<file path="src/rtl/player_choice_capture_pkg.sv">
// Shared definitions for the player choice capture path.
//  - Choice codes (one-hot): cat 001, dog 010, chicken 100.
//  - FSM state type for the capture sequencer.
//  - Helpers: choice validity check, waiting-player decode of a state.
package player_choice_capture_pkg;

  localparam int unsigned CHOICE_W_DEF = 3;

  localparam logic [CHOICE_W_DEF-1:0] CHOICE_CAT     = 3'b001;
  localparam logic [CHOICE_W_DEF-1:0] CHOICE_DOG     = 3'b010;
  localparam logic [CHOICE_W_DEF-1:0] CHOICE_CHICKEN = 3'b100;

  typedef enum logic [1:0] {
    WAIT_P1,
    WAIT_P2,
    HOLD
  } state_t;

  // Only the three animal codes are legal; 000 and multi-hot values are not.
  function automatic logic is_valid_choice(input logic [CHOICE_W_DEF-1:0] code);
    return (code == CHOICE_CAT) || (code == CHOICE_DOG) || (code == CHOICE_CHICKEN);
  endfunction

  // 01 = awaiting P1, 10 = awaiting P2, 00 = holding the captured pair.
  function automatic logic [1:0] waiting_code(input state_t s);
    case (s)
      WAIT_P1: return 2'b01;
      WAIT_P2: return 2'b10;
      default: return 2'b00;
    endcase
  endfunction

endpackage

</file>
<file path="src/rtl/player_choice_capture_key_debounce.sv">
// Key conditioner for an active-low push button.
//  - 2-flop synchronizer on the raw key.
//  - Debounced level changes only after the synced key has differed from it
//    for DEBOUNCE_CYCLES consecutive cycles; any shorter glitch restarts.
//  - press: registered 1-cycle pulse on the debounced released->pressed edge.
// Ports:
//  clk    in   system clock
//  rst    in   asynchronous active-high reset (level = released)
//  key_n  in   raw key, active-low, asynchronous, bouncy
//  press  out  1-cycle pulse per debounced press
module key_debounce #(
  parameter int unsigned DEBOUNCE_CYCLES = 1000000
) (
  input  logic clk,
  input  logic rst,
  input  logic key_n,
  output logic press
);

  localparam int unsigned CNT_W = (DEBOUNCE_CYCLES > 1) ? $clog2(DEBOUNCE_CYCLES) : 1;
  localparam logic [CNT_W-1:0] CNT_LAST = CNT_W'(DEBOUNCE_CYCLES - 1);

  logic             key_meta;
  logic             key_sync;
  logic             level_n;
  logic [CNT_W-1:0] cnt;

  always_ff @(posedge clk or posedge rst) begin
    if (rst) begin
      key_meta <= 1'b1;
      key_sync <= 1'b1;
      level_n  <= 1'b1;
      cnt      <= '0;
      press    <= 1'b0;
    end else begin
      key_meta <= key_n;
      key_sync <= key_meta;
      press    <= 1'b0;
      if (key_sync == level_n) begin
        cnt <= '0;
      end else if (cnt == CNT_LAST) begin
        // Level flips on the DEBOUNCE_CYCLES-th differing cycle; only the
        // falling (pressed) direction produces a pulse.
        level_n <= key_sync;
        cnt     <= '0;
        press   <= ~key_sync;
      end else begin
        cnt <= cnt + CNT_W'(1);
      end
    end
  end

endmodule

</file>
<file path="src/rtl/player_choice_capture.sv">
// Player choice capture: two players in turn enter a one-hot choice on the
// shared switch bank and confirm with one debounced key. Both choices are
// validated, latched and then held as a stable pair until round_done.
// Ports:
//  clk            in   system clock
//  stateReset     in   asynchronous active-high reset
//  sw_choice      in   raw switch choice (asynchronous)
//  confirm_n      in   raw confirm key, active-low, bouncy
//  round_done     in   1-cycle pulse: round shown, start a new round
//  p1Choice       out  latched player-1 choice, 000 when not captured
//  p2Choice       out  latched player-2 choice, 000 when not captured
//  choicesValid   out  both choices captured and stable
//  waitingPlayer  out  01 awaiting P1, 10 awaiting P2, 00 holding pair
//  invalidFlag    out  1-cycle pulse: confirm with a non-one-hot switch value
module player_choice_capture
  import player_choice_capture_pkg::*;
#(
  parameter int unsigned DEBOUNCE_CYCLES = 1000000,
  parameter int unsigned CHOICE_W        = 3
) (
  input  logic                clk,
  input  logic                stateReset,
  input  logic [CHOICE_W-1:0] sw_choice,
  input  logic                confirm_n,
  input  logic                round_done,
  output logic [CHOICE_W-1:0] p1Choice,
  output logic [CHOICE_W-1:0] p2Choice,
  output logic                choicesValid,
  output logic [1:0]          waitingPlayer,
  output logic                invalidFlag
);

  logic                press;
  logic                sw_valid;
  logic [CHOICE_W-1:0] sw_meta;
  logic [CHOICE_W-1:0] sw_sync;
  state_t              state;

  key_debounce #(
    .DEBOUNCE_CYCLES(DEBOUNCE_CYCLES)
  ) u_confirm (
    .clk   (clk),
    .rst   (stateReset),
    .key_n (confirm_n),
    .press (press)
  );

  always_ff @(posedge clk or posedge stateReset) begin
    if (stateReset) begin
      sw_meta <= '0;
      sw_sync <= '0;
    end else begin
      sw_meta <= sw_choice;
      sw_sync <= sw_meta;
    end
  end

  if (CHOICE_W == CHOICE_W_DEF) begin : g_codes
    assign sw_valid = is_valid_choice(sw_sync);
  end else begin : g_onehot
    assign sw_valid = $onehot(sw_sync);
  end

  // waitingPlayer is registered alongside the state so it always equals the
  // decode of the state register without a combinational output path.
  always_ff @(posedge clk or posedge stateReset) begin
    if (stateReset) begin
      state         <= WAIT_P1;
      p1Choice      <= '0;
      p2Choice      <= '0;
      choicesValid  <= 1'b0;
      waitingPlayer <= waiting_code(WAIT_P1);
      invalidFlag   <= 1'b0;
    end else begin
      invalidFlag <= 1'b0;
      case (state)
        WAIT_P1: begin
          if (press) begin
            if (sw_valid) begin
              p1Choice      <= sw_sync;
              state         <= WAIT_P2;
              waitingPlayer <= waiting_code(WAIT_P2);
            end else begin
              invalidFlag <= 1'b1;
            end
          end
        end
        WAIT_P2: begin
          if (press) begin
            if (sw_valid) begin
              p2Choice      <= sw_sync;
              choicesValid  <= 1'b1;
              state         <= HOLD;
              waitingPlayer <= waiting_code(HOLD);
            end else begin
              invalidFlag <= 1'b1;
            end
          end
        end
        HOLD: begin
          // Presses are dropped here, so a press coinciding with round_done
          // never reaches WAIT_P1.
          if (round_done) begin
            p1Choice      <= '0;
            p2Choice      <= '0;
            choicesValid  <= 1'b0;
            state         <= WAIT_P1;
            waitingPlayer <= waiting_code(WAIT_P1);
          end
        end
        default: begin
          p1Choice      <= '0;
          p2Choice      <= '0;
          choicesValid  <= 1'b0;
          state         <= WAIT_P1;
          waitingPlayer <= waiting_code(WAIT_P1);
        end
      endcase
    end
  end

endmodule
</file>
<file path="config.mk">
export PLATFORM = sky130hd
export DESIGN_NAME = player_choice_capture
export DESIGN_NICKNAME = d
export VERILOG_FILES = /design/src/rtl/player_choice_capture_pkg.sv /design/src/rtl/player_choice_capture_key_debounce.sv /design/src/rtl/player_choice_capture.sv
export SDC_FILE = /design/constraint.sdc
export NUM_CORES = 1
export LEC_CHECK = 0
export ABC_AREA = 1
export CAP_MARGIN = 30
export CORE_AREA = 2 2 77 97
export DETAILED_ROUTE_END_ITERATION = 6
export DIE_AREA = 0 0 79 99
export GPL_ROUTABILITY_DRIVEN = 1
export PLACE_DENSITY = 0.46
export SLEW_MARGIN = 20
export SYNTH_ARGS = -nofsm -noshare
export SYNTH_HDL_FRONTEND = slang
export SYNTH_SLANG_ARGS = --single-unit
export TNS_END_PERCENT = 30
</file>
<file path="constraint.sdc">
create_clock -name clk -period 1.6 [get_ports clk]
set_clock_uncertainty 0.15 [all_clocks]
set_input_delay 0.48 -clock clk [delete_from_list [all_inputs] [get_ports clk]]
set_output_delay 0.48 -clock clk [all_outputs]
set_load 0.005 [all_outputs]
</file>
==> Word level (Yosys, flattened, before mapping) <==
Index checks and enable logic that the tools add are counted.
{ "classes": {"addsub": 1, "n_mul": 0, "div_mod_pow": 0, "order_cmp": 0, "eq_ne": 12, "shift": 0, "muxes": 26, "n_bitwise": 4, "n_reduce_logical": 8} }
{ "op_table": {"columns": ["cell", "n"], "rows": [
  ["$mux W20", 2],
  ["$add A20 B1 Y20 const B", 1],
  ["$eq A20 B20 Y1 const B", 1],
  ["$pmux W3 S3", 2],
  ["$mux W2", 8],
  ["$pmux W2 S3", 2],
  ["$mux W3", 3],
  ["$mux W1", 8],
  ["$reduce_and A4 Y1", 2],
  ["$ne A2 B2 Y1 const B", 3],
  ["$reduce_and A5 Y1", 1],
  ["$ne A2 B1 Y1 const B", 2],
  ["$not A1 Y1", 4],
  ["$eq A3 B1 Y1 const B", 1],
  ["$eq A3 B2 Y1 const B", 1],
  ["$eq A3 B3 Y1 const B", 1],
  ["$pmux W1 S3", 1],
  ["$eq A2 B1 Y1 const B", 1],
  ["$eq A2 B2 Y1 const B", 1],
  ["$logic_not A2 Y1", 1],
  ["$logic_or A1 B1 Y1", 2],
  ["$reduce_and A2 Y1", 1],
  ["$reduce_or A2 Y1", 1],
  ["$eq A1 B1 Y1", 1]
]} }
{ "totals": {"ff_bits": 42, "latch_bits": 0, "mem_bits_rw": 0, "rom_bits": 0, "in_bits": 7, "output_inout_bits": 10, "wordCells": 64, "n_memories": 0} }

==> Longest topological paths before layout <==
Gate-level depths: netlist (run 1).
{ "depth": {"word_depth": 6, "ltp_mapped": 9, "ltp_nobuf": 9} }

==> Modules after synthesis <==
A second synthesis (run 1) with hierarchy kept.
{ "unflattened": {"cells_unflattened": 243, "hier_area_um2": 2028.2} }
{ "by_module_without_submodules": {"columns": ["mod", "n_inst", "cells_per_inst", "area_each_um2", "seq_area_each_um2"], "rows": [
  ["key_debounce", 1, 165, 1321.3, 604.3],
  ["player_choice_capture", 1, 78, 706.9, 426.7]
]} }

==> Least setup slack after synthesis (run 1) <==
Ideal clock, no wire load.
{ "synth_path": {"kind": "reg-to-reg", "start": "reg u_confirm.cnt[0]", "end": "reg u_confirm.cnt[14]", "setup_ns": 0.121, "arrival_time_ns": 1.266, "required_ns": 1.329, "slack_ns": 0.064, "path_stages_with_launch": 9, "path_buffers": 0, "synth_period_minus_slack_ns": 1.536, "cell_sequence": "dfrtp_1 -> ha_1 -> inv_1 -> nor3_4 -> nand3_2 -> nand2_4 -> inv_2 -> nand2_1 -> nor2_1"} }
{ "synth_via": {"elab_chain_cells": 3, "word_cells_on_any_way": 4, "classes_between": "add/sub (1); eq/ne (1); mux (2)"} }
{ "synth_rtl": {"columns": ["element", "line_no", "rtl"], "rows": [
  ["start: declaration", "player_choice_capture_key_debounce.sv:26", "logic [CNT_W-1:0] cnt;"],
  ["start signal: assignment", "player_choice_capture_key_debounce.sv:48", "cnt <= cnt + CNT_W'(1);"],
  ["$add A20 B1 Y20 / $eq A20 B20 Y1 (equally long branches)", "player_choice_capture_key_debounce.sv:48, player_choice_capture_key_debounce.sv:41", null],
  ["$mux W20 *", "player_choice_capture_key_debounce.sv:41", "end else if (cnt == CNT_LAST) begin"],
  ["$mux W20 *", "player_choice_capture_key_debounce.sv:39", "if (key_sync == level_n) begin"]
]} }
Every way passes the cells marked *; elsewhere a longest branch is shown, timed or not.
A chain may end at the register's enable or synchronous reset.

==> Final worst setup path (run 1) <==
{ "layout_path": {"start": "reg waitingPlayer[0]", "end": "out waitingPlayer[0]"} }
{ "layout_lines": {"columns": ["element", "line_no", "rtl"], "rows": [
  ["start: declaration", "player_choice_capture.sv:29", "output logic [1:0] waitingPlayer,"],
  ["start signal: assignment", "player_choice_capture.sv:72", "waitingPlayer <= waiting_code(WAIT_P1);"],
  ["start signal: assignment", "player_choice_capture.sv:82", "waitingPlayer <= waiting_code(WAIT_P2);"],
  ["start signal: assignment", "player_choice_capture.sv:94", "waitingPlayer <= waiting_code(HOLD);"]
]} }
No word-level cell between the ends.

==> summary.txt, run 1 <==
Crit path max fanout: 2
Final Net Count: 301
Most frequent cell after synthesis: nand2_1
CTS root buf: clkbuf_8
Worst-path cell chain: buf_2
Max-slew violations: 0
CTS tree: yes
Antenna Nets Post-Route: 0
Core Util, Final: 38.0%
Placed instance count: 372
Crit share post-route: 97.0%
Die area: 7820 um^2
RSZ-0062 raised after global routing: no
Seq pwr share: 48.8%
Initial Util: 29.3%
Setup violations, final: 0
Largest net degree at the start of global routing: 42
Total power after layout: 0.00224 W
Net Sw Power: 0.000470 W
Number of clock sinks: 41
Clock Power Share: 44.7%
Sequential-to-total area share from yosys stat: 51.1%
Switching power share of the total: 21.0%
Netlist cell types: 28
Synthesized area: 2020 um^2
Hold WC Path Type: flop to flop
Post-synth EDFFs: 0
Final hold viol count: 0
Synth top area cells: dfrtp_1 (46%), nand2_1 (13%), nor2_1 (10%)
Max clock buf depth: 2
Die width: 79 um
Clk_lat worst skew: 0.30 ns
Port buffer count: 16
Maxcap violations: 0
Overflow after GRT: 0
DR iter-0 viols: 26
Detailed Place HPWL: 3.40 mm
Layout cells sized above 1: 20.7%
Crit end category: primary output
Combinational Power Share: 6.6%
Total track usage: 12.8%
Post-Syn Area per Cell: 8.01 um^2
CTS buffer count: 5
Mapped Cells: 252
Vias in the first global route: 1709
Fin crit period: 1.55 ns
First-pass GRT wire length: 7.73 mm
Area Growth Syn to Fin: 29.7%
Worst relative slew slack: 84.6%
Clock transition at the registers of the reported paths: 0.08 ns
Post-synth top cells: nand2_1 (68), nor2_1 (56), dfrtp_1 (37)
Ys async rst share: 100%
Crit Path Class: flop to primary output
Buffers plus inverters on the worst setup path: 1
Worst hold slack: 0.201 ns
Leading area contributor after synthesis: dfrtp_1
Synthesized Nets: 260
WL/cell: 11.7 um
CORE AREA: 6890 um^2
Die H: 99 um
N_diodes: 0
Int Power: 0.00177 W
Core Rows: 34
Req. time, crit path: 0.97 ns
DR vias/cell: 4.36
Final WL: 4.50 mm
I/O pin total: 17
Final std cells w/o fill: 384
Cell family with most CP delay: flip-flops
Main flop type after synthesis: dfrtp_1
Synth warnings: 0
Max Freq: 645 MHz
Total leakage power: 1.14 nW
Fin Setup TNS: 0 ns
Power Density: 854 nW/um^2
Critical path's slowest cell: dfstp_2
Worst vdd ir: 393 uV
Hold Buf Count CTS: 0
CP Data Arrival Time: 0.92 ns
Vias: 1674
RePlAce Congestion: 0.801
Outcome: completed
Worst Tran Pin Value: 0.232 ns
Startpoint Class: flop
H-Tree Level Count: 2
Initial antenna violation count: 0
Critical path's largest stage delay: 0.53 ns
First-pass DRT Iterations: 4
Drt drc: 0
Post-synth top area share: 45.8%
#FFs+latches synth: 41
## layer usage
metal  share of wire [%]  global-route usage, %  routed length [um]
met5                   0                      0                   0
met4                 1.3                   4.24                  60
met3                 2.4                   2.75                 108
met2                  54                   23.6                2430
met1                  42                   14.5                1890
## layout by cell type (no fill, tap or decap), drive strengths merged, types with 3 or more instances in the layout
cell / synthesis / final
nand2: 73 / 73
nor2: 61 / 61
dfrtp: 37 / 37
inv: 25 / 24
buf: 1 / 20
nand3: 16 / 16
clkdlybuf4s15: 0 / 8
nor3: 8 / 8
clkdlybuf4s50: 0 / 6
xor2: 6 / 6
clkbuf: 0 / 5
a21oi: 4 / 4
xnor2: 4 / 4
dfstp: 4 / 4
o21ai: 3 / 3
clkinv: 1 / 3
## cell type report
| class | instances | area [um^2] |
|---|---|---|
| fill | 738 | 4270 |
| sequential | 41 | 1040 |
| multi-input combinational | 184 | 913 |
| timing repair buffer | 35 | 322 |
| tap | 90 | 113 |
| inverter | 26 | 97.6 |
| clock buffer | 5 | 68.8 |
| clock inverter | 3 | 65.1 |
## power groups by stage
stage	clock network (W)	logic [W]	registers [W]
floorplan	0	0.0000595	0.00111
global placement	0	0.000150	0.00111
detailed placement	0	0.000151	0.00111
CTS	0.00103	0.000150	0.00109
global route	0.00108	0.000166	0.00110
finish	0.00100	0.000147	0.00109
## metrics by stage
stage | cell area, um^2 | setup slack [ns]
after CTS | 2570 | 0.0158
after global routing | 2620 | 0.00199
final | 2620 | 0.0487
after detailed placement | 2420 | -0.0883
after global placement | 2420 | -0.0774
after floorplan | 2020 | 0.0306
## final timing paths
| kind | from | end | slack [ns] | depth (start not counted) |
|---|---|---|---|---|
| worst max-delay path | waitingPlayer[0]$_DFFE_PP1P_ | waitingPlayer[0] | 0.05 | 1 |
| worst min-delay path | sw_meta[2]$_DFF_PP0_ | sw_sync[2]$_DFF_PP0_ | 0.20 | 0 |
| worst max register to register | u_confirm.cnt[4]$_DFF_PP0_ | u_confirm.level_n$_DFFE_PP1P_ | 0.10 | 6 |
| worst min register to register | sw_meta[2]$_DFF_PP0_ | sw_sync[2]$_DFF_PP0_ | 0.20 | 0 |
| max in group asynchronous | stateReset | u_confirm.key_meta$_DFF_PP1_ | 0.67 | 3 |
| min in group asynchronous | stateReset | invalidFlag$_DFF_PP0_ | 0.37 | 3 |
## cell families (layout without fill, tap and decap cells)
logic type | Yosys count | in the layout | share of synthesized area, %
and+or+nand+nor | 163 | 163 | 35.6
adders and majority gates | 1 | 1 | 0.619
buffers and inverters | 27 | 69 | 5.20
DFF | 41 | 41 | 51.1
xor gates and xnor gates | 10 | 10 | 4.71
AOI/OAI and AO/OA | 10 | 10 | 2.79
## state kept, by name (all words and copies together), names as in the netlist
register and flops:
u_confirm.level_n 1, waitingPlayer 1, state 2, sw_meta 3, p2Choice 3, invalidFlag 1, u_confirm.cnt 20, u_confirm.key_meta 1
sw_sync 3, u_confirm.press 1, p1Choice 3, u_confirm.key_sync 1, choicesValid 1
## what timing repair did
action	CTS	global route
gates resized for setup	14	24
buffers inserted	4	0
pin swaps	1	0
setup endpoints to repair	12	25
(Power assumes the default switching activity.)
==> run 2: changes to the inputs <==
DONT_BUFFER_PORTS = 1   (was default)
PLACE_DENSITY = 0.41   (was 0.46)
clock period = 1.9 ns   (was 1.6 ns; I/O delays follow)
==> summary.txt, run 2 (synthesis results as in run 1) <==
Die area: 7820 um^2 (unchanged)
Clock transition at the registers of the reported paths: 0.09 ns (about the same)
PostCTS Resize Cnt: 0 (-14)
Crit path max fanout: 8 (+6)
Reg with most FFs: u_confirm.cnt
Commonest non-fill, non-tap cells in the layout: nand2_1 (68), nor2_1 (56), dfrtp_1 (37)
Core Rows: 34 (unchanged)
Detailed Place HPWL: 3.48 mm (+2.3%)
Vias: 1539 (-8.1%)
Hold Buf Count CTS: 0 (unchanged)
Power Density: 707 nW/um^2 (-17%)
Total track usage: 12.9% (+0.042 points)
DR iter-0 viols: 49 (+88%)
DR vias/cell: 4.37 (+0.29%)
Crit share post-route: 89.8%
Hold WC Path Type: input port to async pin
R2r endpoint: u_confirm.cnt[17]$_DFF_PP0_
Post-CTS setup buffers: 0 (-4)
Port buffer count: 0 (-16)
Final hold viol count: 0 (unchanged)
Max clock buf depth: 2 (unchanged)
Final std cells w/o fill: 352 (-8.3%)
Max Freq: 586 MHz
Final Worst Setup Slack: 0.194 ns (+0.146 ns)
Worst hold slack: 0.0244 ns (-0.177 ns)
M1 GR Usage: 14.1% (-0.40 points)
CTS buffer count: 5 (unchanged)
FF-to-FF path depth: 8 (+2)
Initial Util: 29.3% (unchanged)
Largest net degree at the start of global routing: 42 (unchanged)
Crit end category: flop
Setup WS pre-CTS: 0.193 ns (+0.281 ns)
First-pass DRT Iterations: 4 (unchanged)
Grt met2 use: 23.2% (-0.39 points)
RSZ-0062 raised after global routing: no
Outcome: completed
Startpoint Class: flop
Layout cells sized above 1: 11.1% (-9.7 points)
Worst vdd ir: 296 uV (-25%)
RePlAce Congestion: 0.797 (-0.45%)
Worst reg2reg setup slack: 0.19 ns (+0.09 ns)
Die width: 79 um (unchanged)
GR peak layer: met2
Crit Path Class: flop to flop
Overflow after GRT: 0 (unchanged)
Max reg flops: 20 (unchanged)
WL/cell: 12.9 um (+9.9%)
Initial antenna violation count: 0 (unchanged)
Die H: 99 um (unchanged)
CORE AREA: 6890 um^2 (unchanged)
Area Growth Syn to Fin: 11.6%
Drt drc: 0 (unchanged)
Final Net Count: 269 (-11%)
CTS root buf: clkbuf_8
I/O pin total: 17 (unchanged)
Antenna Nets Post-Route: 0 (unchanged)
First-pass GRT wire length: 7.73 mm (about the same)
Req. time, crit path: 1.95 ns (+0.98 ns)
Clk_lat worst skew: 0.30 ns (about the same)
M3 GR Usage: 3.11% (+0.37 points)
Fin Setup TNS: 0 ns (unchanged)
Final WL: 4.53 mm (+0.73%)
Vias in the first global route: 1638 (-4.2%)
Number of clock sinks: 41 (unchanged)
Fin crit period: 1.71 ns
Setup violations, final: 0 (unchanged)
Worst Tran Pin Value: 0.259 ns (+0.0279 ns)
Core Util, Final: 32.7% (-5.3 points)
Worst relative slew slack: 82.7% (-1.9 points)
Maxcap violations: 0 (unchanged)
Commonest non-fill, non-tap cell in the layout: nand2_1
Total leakage power: 0.967 nW (-15%)
H-Tree Level Count: 2 (unchanged)
Placed instance count: 344 (-7.5%)
CP Data Arrival Time: 1.75 ns (+0.83 ns)
Max-slew violations: 0 (unchanged)
Crit path from: u_confirm.cnt[0]$_DFF_PP0_
CTS tree: yes
Setup crit end: u_confirm.cnt[17]$_DFF_PP0_
RR Startpoint: u_confirm.cnt[0]$_DFF_PP0_
N_diodes: 0 (unchanged)
[run 2: per-stage QoR]
step           total power (W)  area [um^2]
2_1_floorplan         0.000985         2020
3_3_place_gp           0.00101         2160
3_5_place_dp           0.00101         2160
4_1_cts                0.00163         2250
5_1_grt                0.00168         2250
6_report               0.00159         2250
[run 2: metal layers]
metal,vias up,part of all wire (%)
li1,796,-
met1,708,42
met2,26,52
met3,9,2.8
met4,0,2.5
met5,-,0
[run 2: final cells by class]
cell class	instances	area [um^2]
clock buffers	5	68.8
flip-flops and latches	41	1030
multi-input cells	184	883
inverters	26	97.6
fillers	759	4640
clock inverters	3	25.0
well taps	90	113
repair buffers	3	35.0
[run 2: power breakdown]
part	total [W]	internal, W	leakage (nW)	switching, W
clock network	0.000601	0.000265	0.0447	0.000336
registers	0.000923	0.000902	0.535	0.0000204
logic	0.0000692	0.0000227	0.387	0.0000465
total	0.00159	0.00119	0.967	0.000403
[run 2: how the worst min path moves through the flow]
stage,start,endpoint,slack (ns),cells past startpoint
final,stateReset,u_confirm.cnt[0]$_DFF_PP0_,0.02,2
after global routing,stateReset,sw_meta[1]$_DFF_PP0_,0.03,2
after CTS,stateReset,sw_meta[1]$_DFF_PP0_,0.03,2
after detailed placement,u_confirm.key_meta$_DFF_PP1_,u_confirm.key_sync$_DFF_PP1_,0.20,0
after global placement,sw_meta[0]$_DFF_PP0_,sw_sync[0]$_DFF_PP0_,0.19,0
after floorplan,sw_meta[0]$_DFF_PP0_,sw_sync[0]$_DFF_PP0_,0.18,0
[run 2: worst max-delay path, stage by stage (launching register included)]
cell and delay, ns:
dfrtp_1 0.38, ha_1 0.23, inv_1 0.13, nor3_4 0.29, nand3_2 0.15, nand2_4 0.13, inv_2 0.06, nand2_1 0.06
nor2_1 0.04
